File: src/rtl/pb_repeat.sv
// rtl/pb_repeat.sv - key-event stage: press step, long-press, auto-repeat and short-press pulses
module pb_repeat #(
   parameter int TICK_DIV     = 1000,
   parameter int LONG_TICKS   = 500,
   parameter int REPEAT_TICKS = 100,
   parameter int CW           = 16
) (
   input  logic CLK,
   input  logic RSTn,
   input  logic PB_state,
   input  logic PB_down,
   input  logic PB_up,
   output logic STEP,
   output logic SHORT,
   output logic LONG,
   output logic HELD
);

   typedef enum logic [1:0] {
      S_IDLE,
      S_PRESS,
      S_REPEAT
   } state_t;

   localparam logic [CW-1:0] C_DIV_LAST  = CW'(TICK_DIV - 1);
   localparam logic [CW-1:0] C_LONG_LAST = CW'(LONG_TICKS - 1);
   localparam logic [CW-1:0] C_REP_LAST  = CW'(REPEAT_TICKS - 1);

   state_t        r_state;
   logic [CW-1:0] r_presc;
   logic [CW-1:0] r_tcnt;

   logic w_tick;
   logic w_long_hit;
   logic w_rep_hit;

   assign w_tick     = (r_presc == C_DIV_LAST);
   assign w_long_hit = w_tick && (r_tcnt == C_LONG_LAST);
   assign w_rep_hit  = w_tick && (r_tcnt == C_REP_LAST);

   // Release and abort are checked before threshold hits so a release on a tick suppresses that tick's events.
   always_ff @(posedge CLK or negedge RSTn) begin
      if (!RSTn) begin
         r_state <= S_IDLE;
         r_presc <= '0;
         r_tcnt  <= '0;
         STEP    <= 1'b0;
         SHORT   <= 1'b0;
         LONG    <= 1'b0;
         HELD    <= 1'b0;
      end else begin
         STEP  <= 1'b0;
         SHORT <= 1'b0;
         LONG  <= 1'b0;
         r_presc <= w_tick ? '0 : r_presc + CW'(1);

         case (r_state)
            S_IDLE: begin
               if (PB_down) begin
                  r_state <= S_PRESS;
                  STEP    <= 1'b1;
                  r_presc <= '0;
                  r_tcnt  <= '0;
               end
            end

            S_PRESS: begin
               if (PB_up) begin
                  r_state <= S_IDLE;
                  SHORT   <= 1'b1;
               end else if (!PB_state) begin
                  r_state <= S_IDLE;
               end else if (w_long_hit) begin
                  r_state <= S_REPEAT;
                  LONG    <= 1'b1;
                  STEP    <= 1'b1;
                  HELD    <= 1'b1;
                  r_tcnt  <= '0;
               end else if (w_tick) begin
                  r_tcnt <= r_tcnt + CW'(1);
               end
            end

            S_REPEAT: begin
               if (PB_up || !PB_state) begin
                  r_state <= S_IDLE;
                  HELD    <= 1'b0;
               end else if (w_rep_hit) begin
                  STEP   <= 1'b1;
                  r_tcnt <= '0;
               end else if (w_tick) begin
                  r_tcnt <= r_tcnt + CW'(1);
               end
            end

            default: begin
               r_state <= S_IDLE;
               HELD    <= 1'b0;
            end
         endcase
      end
   end

endmodule
File: config.mk
export PLATFORM = sky130hd
export DESIGN_NAME = pb_repeat
export DESIGN_NICKNAME = d
export VERILOG_FILES = /design/src/rtl/pb_repeat.sv
export SDC_FILE = /design/constraint.sdc
export NUM_CORES = 1
export LEC_CHECK = 0
export ABC_CLOCK_PERIOD_IN_PS = 2450
export CORE_UTILIZATION = 60
export DETAILED_ROUTE_END_ITERATION = 6
export PLACE_DENSITY = 0.87
export SYNTH_ARGS = -nofsm -noshare
export SYNTH_HDL_FRONTEND = slang
export SYNTH_SLANG_ARGS = --single-unit
File: constraint.sdc
create_clock -name CLK -period 2.45 [get_ports CLK]
set_input_delay 0.3675 -clock CLK [delete_from_list [all_inputs] [get_ports CLK]]
set_output_delay 0.3675 -clock CLK [all_outputs]
set_load 0.02 [all_outputs]
==> impl_metrics.yaml, run 1 <==
global_routing:
  grt_pass1_vias: 1717
  antenna_found_initial: 0
  grt_use_total: 0.248
  gr-total-overflow: 0
  grt_max_degree: 39
  grt_first_pass_wirelength_um: 7510
route:
  drt_iter0_markers: 146
  drtPass1Iterations: 4
  drc: 0
  wl_um: 4160
  ant_nets: 0
  via_per_inst: 5.98
  wl_per_cell_um: 14.8
  num_vias: 1681
min_path:
  hold_class: "in -> async"
critical_path:
  crit_type: "reg -> reg"
  worst_setup_path_end_kind: "flop"
  critPathMaxFanout: 11
  worst_ep_arrival_time_ns: 2.44
  required_ns: 2.69
  worstSetupStartpointType: "flop"
placed_design:
  io_buffer_count: 8
  routabilityCongestion: 0.815
  detailedPlace.worstSlack_ns: 0.157
  dp_hpwl_um: 2950
clocking:
  insertion_delay_ns: 0.35
  cts-root-buf: "clkbuf_4"
  post_cts_buffers: 0
  cts_tree: "yes"
  numClockSinks: 38
  cts_buffers: 5
  post_cts_resized: 0
  path_clk_slew_ns: 0.12
  htree_levels: 2
  cts_hold_buf: 0
  cts.path.max_buffers: 2
floorplanning:
  ios: 9
  std_cell_rows: 21
  fp.dieW_um: 62.2
  design.core.area_mm2: 0.00342
  die-area_mm2: 0.00387
  die_y_um: 62.2
  initial_core_util: 0.637
timing:
  period_needed_ns: 2.20
  setup_viol: 0
  max_freq_mhz: 455
  whs_ns: 0.0900
  slew-limit-headroom: 0.452
  fin_ws_ns: 0.251
  drv_slew: 0
  fin_crit_sh: 0.898
  timing_hold_violations_final: 0
  rsz0062_at_grt: "false"
  fin_worst_skew_ns: 0.0114
  tightest_slew_ns: 0.822
  fin_tns_setup_ns: 0
synthesis:
  synth_edf_count: 0
  synth_area_per_cell_um2: 9.68
  syn_area_mm2: 0.00218
  postSynthCellCount: 225
  ys_ff_latch: 38
  synth_fp_nets: 236
  ys.flop_type: "dfrtp_1"
  yosysWarnings: 0
  ys_seq_area_frac: 0.437
  yosysUniqueCellTypes: 43
  async_flop_share: 1.00
final_layout:
  drive_gt1_frac: 0.106
  final_cell_mix: "dfrtp_1 (38), nor2_1 (32), xnor2_1 (22)"
  antenna_cells_inserted: 0
  final_nets: 245
  final_common_cell: "dfrtp_1"
  area_growth_pct: 7.82
status:
  status: "complete, no violations"
flow_run:
  drv_cap: 0
power_and_ir_drop:
  p_per_area_mw_per_mm2: 637
  power_leakage_nw: 0.962
  ir_drop_v: 0.000276
==> power by group <==
group | switching [W] | internal [W]
Sequential | 0.0000448 | 0.000673
Clock | 0.000217 | 0.000138
Combinational | 0.000265 | 0.000155
==> worst paths after layout <==
path	start	endpoint	slack, ns	depth (start not counted)
min reg2reg	r_presc[0]	r_presc[0]	0.51	1
min in group CLK	r_presc[0]	r_presc[0]	0.51	1
max	r_state[0]	r_tcnt[11]	0.25	8
min	RSTn	r_presc[12]	0.09	1
max in group asynchronous	RSTn	r_tcnt[8]	1.83	1
max reg2reg	r_state[0]	r_tcnt[11]	0.25	8
==> cell families (layout without fill, tap and decap cells) <==
logic type | after synthesis | count (layout) | synth area share
AO/OA/AOI/OAI | 23 | 23 | 0.0724
AND/OR/NAND/NOR | 112 | 112 | 0.302
buffers and inverters | 18 | 28 | 0.0414
multiplexers | 1 | 1 | 0.00460
XOR/XNOR | 27 | 27 | 0.109
adder cells (fa/ha/maj) | 6 | 6 | 0.0345
flip-flops | 38 | 38 | 0.437
==> stage by stage <==
stage	cell area, um^2	total power, W	utilization	instances
finish	2350	0.00149	0.687	281
global route	2350	0.00158	0.687	281
CTS	2350	0.00150	0.687	281
detailed placement	2280	0.00115	0.668	273
global placement	2280	0.00113	0.668	273
floorplan	2180	0.00103	-	225
==> per-layer routing <==
metal,GRT usage,wire (um),vias up
li1,-,-,807
met1,0.309,1940,834
met2,0.405,1990,34
met3,0.0643,165,6
met4,0.110,65,0
met5,0,0,-
==> cell usage after synthesis (4+ instances only) <==
cell type   n  area (um^2)
dfrtp_1    38          951
nor2_1     32          120
xnor2_1    22          193
nand2_1    13         48.8
nand3_1    12         60.1
nor4_1      9         56.3
inv_1       7         26.3
a21oi_1     6         30.0
ha_1        6         75.1
nor3_1      6         30.0
nor4_2      6         75.1
nand4_1     5         31.3
o21ai_0     5         25.0
xor2_1      5         43.8
and2_1      4         25.0
and3_1      4         25.0
and4_1      4         35.0
clkbuf_1    4         15.0
nor2b_1     4         25.0
==> worst max-delay path: stages (launching register included) <==
cell and delay [ns]:
dfrtp_1 0.43, inv_1 0.08, ha_1 0.25, nor2b_1 0.17, a211o_1 0.42, buf_4 0.24, nor4_4 0.27, xnor2_1 0.16
nor2_1 0.06
==> final cells by class <==
class	count	area (um^2)
clock buffers	6	51.3
clock inverters	2	12.5
fillers	249	1070
inverters	7	26.3
multi-input cells	169	1140
flip-flops and latches	38	951
well taps	46	57.6
repair buffers	13	113
==> state kept, by name (all words and copies together) (netlist names) <==
register and flops:
r_tcnt 16, SHORT 1, LONG 1, HELD 1
r_state 2, r_presc 16, STEP 1
Note: power is estimated with default switching activity, not from simulation.
==> inputs of run 2 (changes only) <==
==> config.mk (replaced) <==
export PLATFORM = sky130hd
export DESIGN_NAME = pb_repeat
export DESIGN_NICKNAME = d
export VERILOG_FILES = /design/src/rtl/pb_repeat.sv
export SDC_FILE = /design/constraint.sdc
export NUM_CORES = 1
export LEC_CHECK = 0
export ABC_CLOCK_PERIOD_IN_PS = 1900
export CORE_UTILIZATION = 57
export DETAILED_ROUTE_END_ITERATION = 6
export DONT_BUFFER_PORTS = 1
export PLACE_DENSITY = 0.83
export SYNTH_ARGS = -nofsm -noshare
export SYNTH_HDL_FRONTEND = slang
export SYNTH_SLANG_ARGS = --single-unit
==> constraint.sdc (replaced) <==
create_clock -name CLK -period 1.9 [get_ports CLK]
set_input_delay 0.285 -clock CLK [delete_from_list [all_inputs] [get_ports CLK]]
set_output_delay 0.285 -clock CLK [all_outputs]
set_load 0.02 [all_outputs]
==> run 2 against run 1 <==
  * The flow now finishes with violations (setup timing)
  * Sequential power grew 29%
  * Via count increased by 29%
  * Design area up 29%
  * First-iteration DRC count grew to 2.7 times the previous value
  * Cell count grew 15%
  * Core utilization rose by 14 points
  * Register-to-register slack lost 0.46 ns
  * Hold slack improved by 0.031 ns
  * Clock power grew 99%
  * Largest power group is now combinational logic
  * Highest routed layer unchanged
==> impl_metrics.yaml, run 2 (synthesis gave the netlist of run 1 again) <==
status:
  status: "complete, but fails checks"
  violations: "setup timing"
global_routing:
  grt_max_degree: 39
  grtUsageMet3: 0.0661
  grt_busiest_layer: "met2"
  grt_first_pass_wirelength_um: 8070
  antenna_found_initial: 0
  use_met1: 0.309
  grtUsageMet2: 0.457
  gr-total-overflow: 0
  grt_use_total: 0.261
  grt_pass1_vias: 1781
timing:
  timing_hold_violations_final: 0
  drv_slew: 0
  whs_ns: 0.121
  fin_ws_ns: -0.209
  fin_worst_skew_ns: 0.0127
  rsz0062_at_grt: "true"
  tightest_slew_ns: 0.554
  setup_viol: 36
  max_freq_mhz: 474
  slew-limit-headroom: 0.630
  fin_tns_setup_ns: -4.20
  fin_crit_sh: 1.11
  period_needed_ns: 2.11
critical_path:
  worst_ep_arrival_time_ns: 2.29
  worst_setup_path_end_kind: "flop"
  reg2reg_to: "r_tcnt[0]"
  reg2reg_depth: 7
  required_ns: 2.08
  critPathMaxFanout: 6
  worstSetupStartpointType: "flop"
  rr_startpoint: "r_presc[4]"
  crit_type: "reg -> reg"
  r2r_setup_slack_ns: -0.21
min_path:
  hold_path_startpoint: "PB_up"
  holdPathStages: 1
  hold_end: "SHORT"
  hold_class: "in -> reg"
power_and_ir_drop:
  p_per_area_mw_per_mm2: 879
  power_leakage_nw: 1.28
  intPower_w: 0.00176
  pwr-share-comb: 0.386
  switching_share: 0.339
  p_switching_w: 0.000900
  power.share.clock: 0.266
  seq_power_share: 0.349
  ir_drop_v: 0.000405
floorplanning:
  std_cell_rows: 22
  design.core.area_mm2: 0.00366
  die-area_mm2: 0.00407
  ios: 9
  die_y_um: 63.8
  initial_core_util: 0.595
  fp.dieW_um: 63.8
final_layout:
  reg.largest.list: "r_presc (16), r_tcnt (16), r_state (2)"
  area_growth_pct: 38.8
  utilization: 0.825
  drive_gt1_frac: 0.369
  design_area_mm2: 0.00302
  antenna_cells_inserted: 0
  final_nets: 285
  final_cell_mix: "buf_4 (40), dfrtp_1 (38), nor2_1 (27)"
  final_common_cell: "buf_4"
flow_run:
  drv_cap: 0
clocking:
  cts_tree: "yes"
  cts-root-buf: "clkbuf_8"
  cts.path.max_buffers: 2
  insertion_delay_ns: 0.31
  path_clk_slew_ns: 0.07
  htree_levels: 2
  cts_buffers: 5
  numClockSinks: 38
placed_design:
  postPlaceCellArea_mm2: 0.00239
  dp_hpwl_um: 3130
  routabilityCongestion: 0.814
  io_buffer_count: 0
route:
  via_per_inst: 6.73
  ant_nets: 0
  wl_um: 7650
  wl_per_cell_um: 23.8
  drtPass1Iterations: 5
  num_vias: 2168
  drt_iter0_markers: 400
  drc: 0
-- run 2: worst max path at each step --
| stage | from | endpoint | slack [ns] | cells after the start |
|---|---|---|---|---|
| 3_3_place_gp | r_tcnt[13] | r_state[0] | 0.01 | 5 |
| 5_1_grt | r_presc[4] | r_tcnt[0] | -0.27 | 7 |
| 6_report | r_presc[4] | r_tcnt[0] | -0.21 | 7 |
| 4_1_cts | r_presc[1] | r_state[0] | -0.06 | 7 |
| 3_5_place_dp | r_state[1] | r_tcnt[7] | -0.05 | 8 |
| 2_1_floorplan | r_state[0] | r_tcnt[15] | 0.005 | 8 |
-- run 2: critical path, cell delays in order, from the launching register on --
cell and delay, ns:
dfrtp_1 0.40, nor4_1 0.34, nand4_1 0.27, buf_12 0.22
buf_8 0.13, or3_4 0.38, xor2_1 0.19, nor2_1 0.06
-- run 2: area by class of cell --
class,instances,area [um^2]
multi-input cells,170,1380
well taps,48,60.1
repair buffers,52,492
clock buffers,6,82.6
inverters,7,26.3
clock inverters,1,30.0
fillers,161,639
flip-flops and latches,38,951
-- run 2: power groups by stage --
stage	clock (W)	combinational, W	sequential (W)
detailed placement	0	0.000621	0.000931
finish	0.000706	0.00102	0.000927
global route	0.000751	0.00107	0.000931
floorplan	0	0.000393	0.000942
CTS	0.000706	0.000671	0.000916
global placement	0	0.000601	0.000928
-- run 2: metrics by stage --
step | setup slack, ns | power, W | instances
CTS | -0.0637 | 0.00229 | 298
detailed placement | -0.0517 | 0.00155 | 289
floorplan | 0.00543 | 0.00133 | 225
global placement | 0.0149 | 0.00153 | 289
finish | -0.209 | 0.00266 | 322
global route | -0.273 | 0.00275 | 322
-- run 2: repair_timing --
item | 4_1_cts | 5_1_grt
hold buffers | 2 | 0
resized for setup | 4 | 53
endpoints found under the hold margin | 38 | 0
pin swaps | 0 | 28
gates cloned | 0 | 3
setup endpoints to repair | 11 | 19
setup buffers | 0 | 21
-- run 2: per-layer routing --
metal / routed length (um) / share of wire
met1: 2810 / 0.37
met2: 3570 / 0.47
met3: 762 / 0.10
met4: 511 / 0.067
met5: 0 / 0
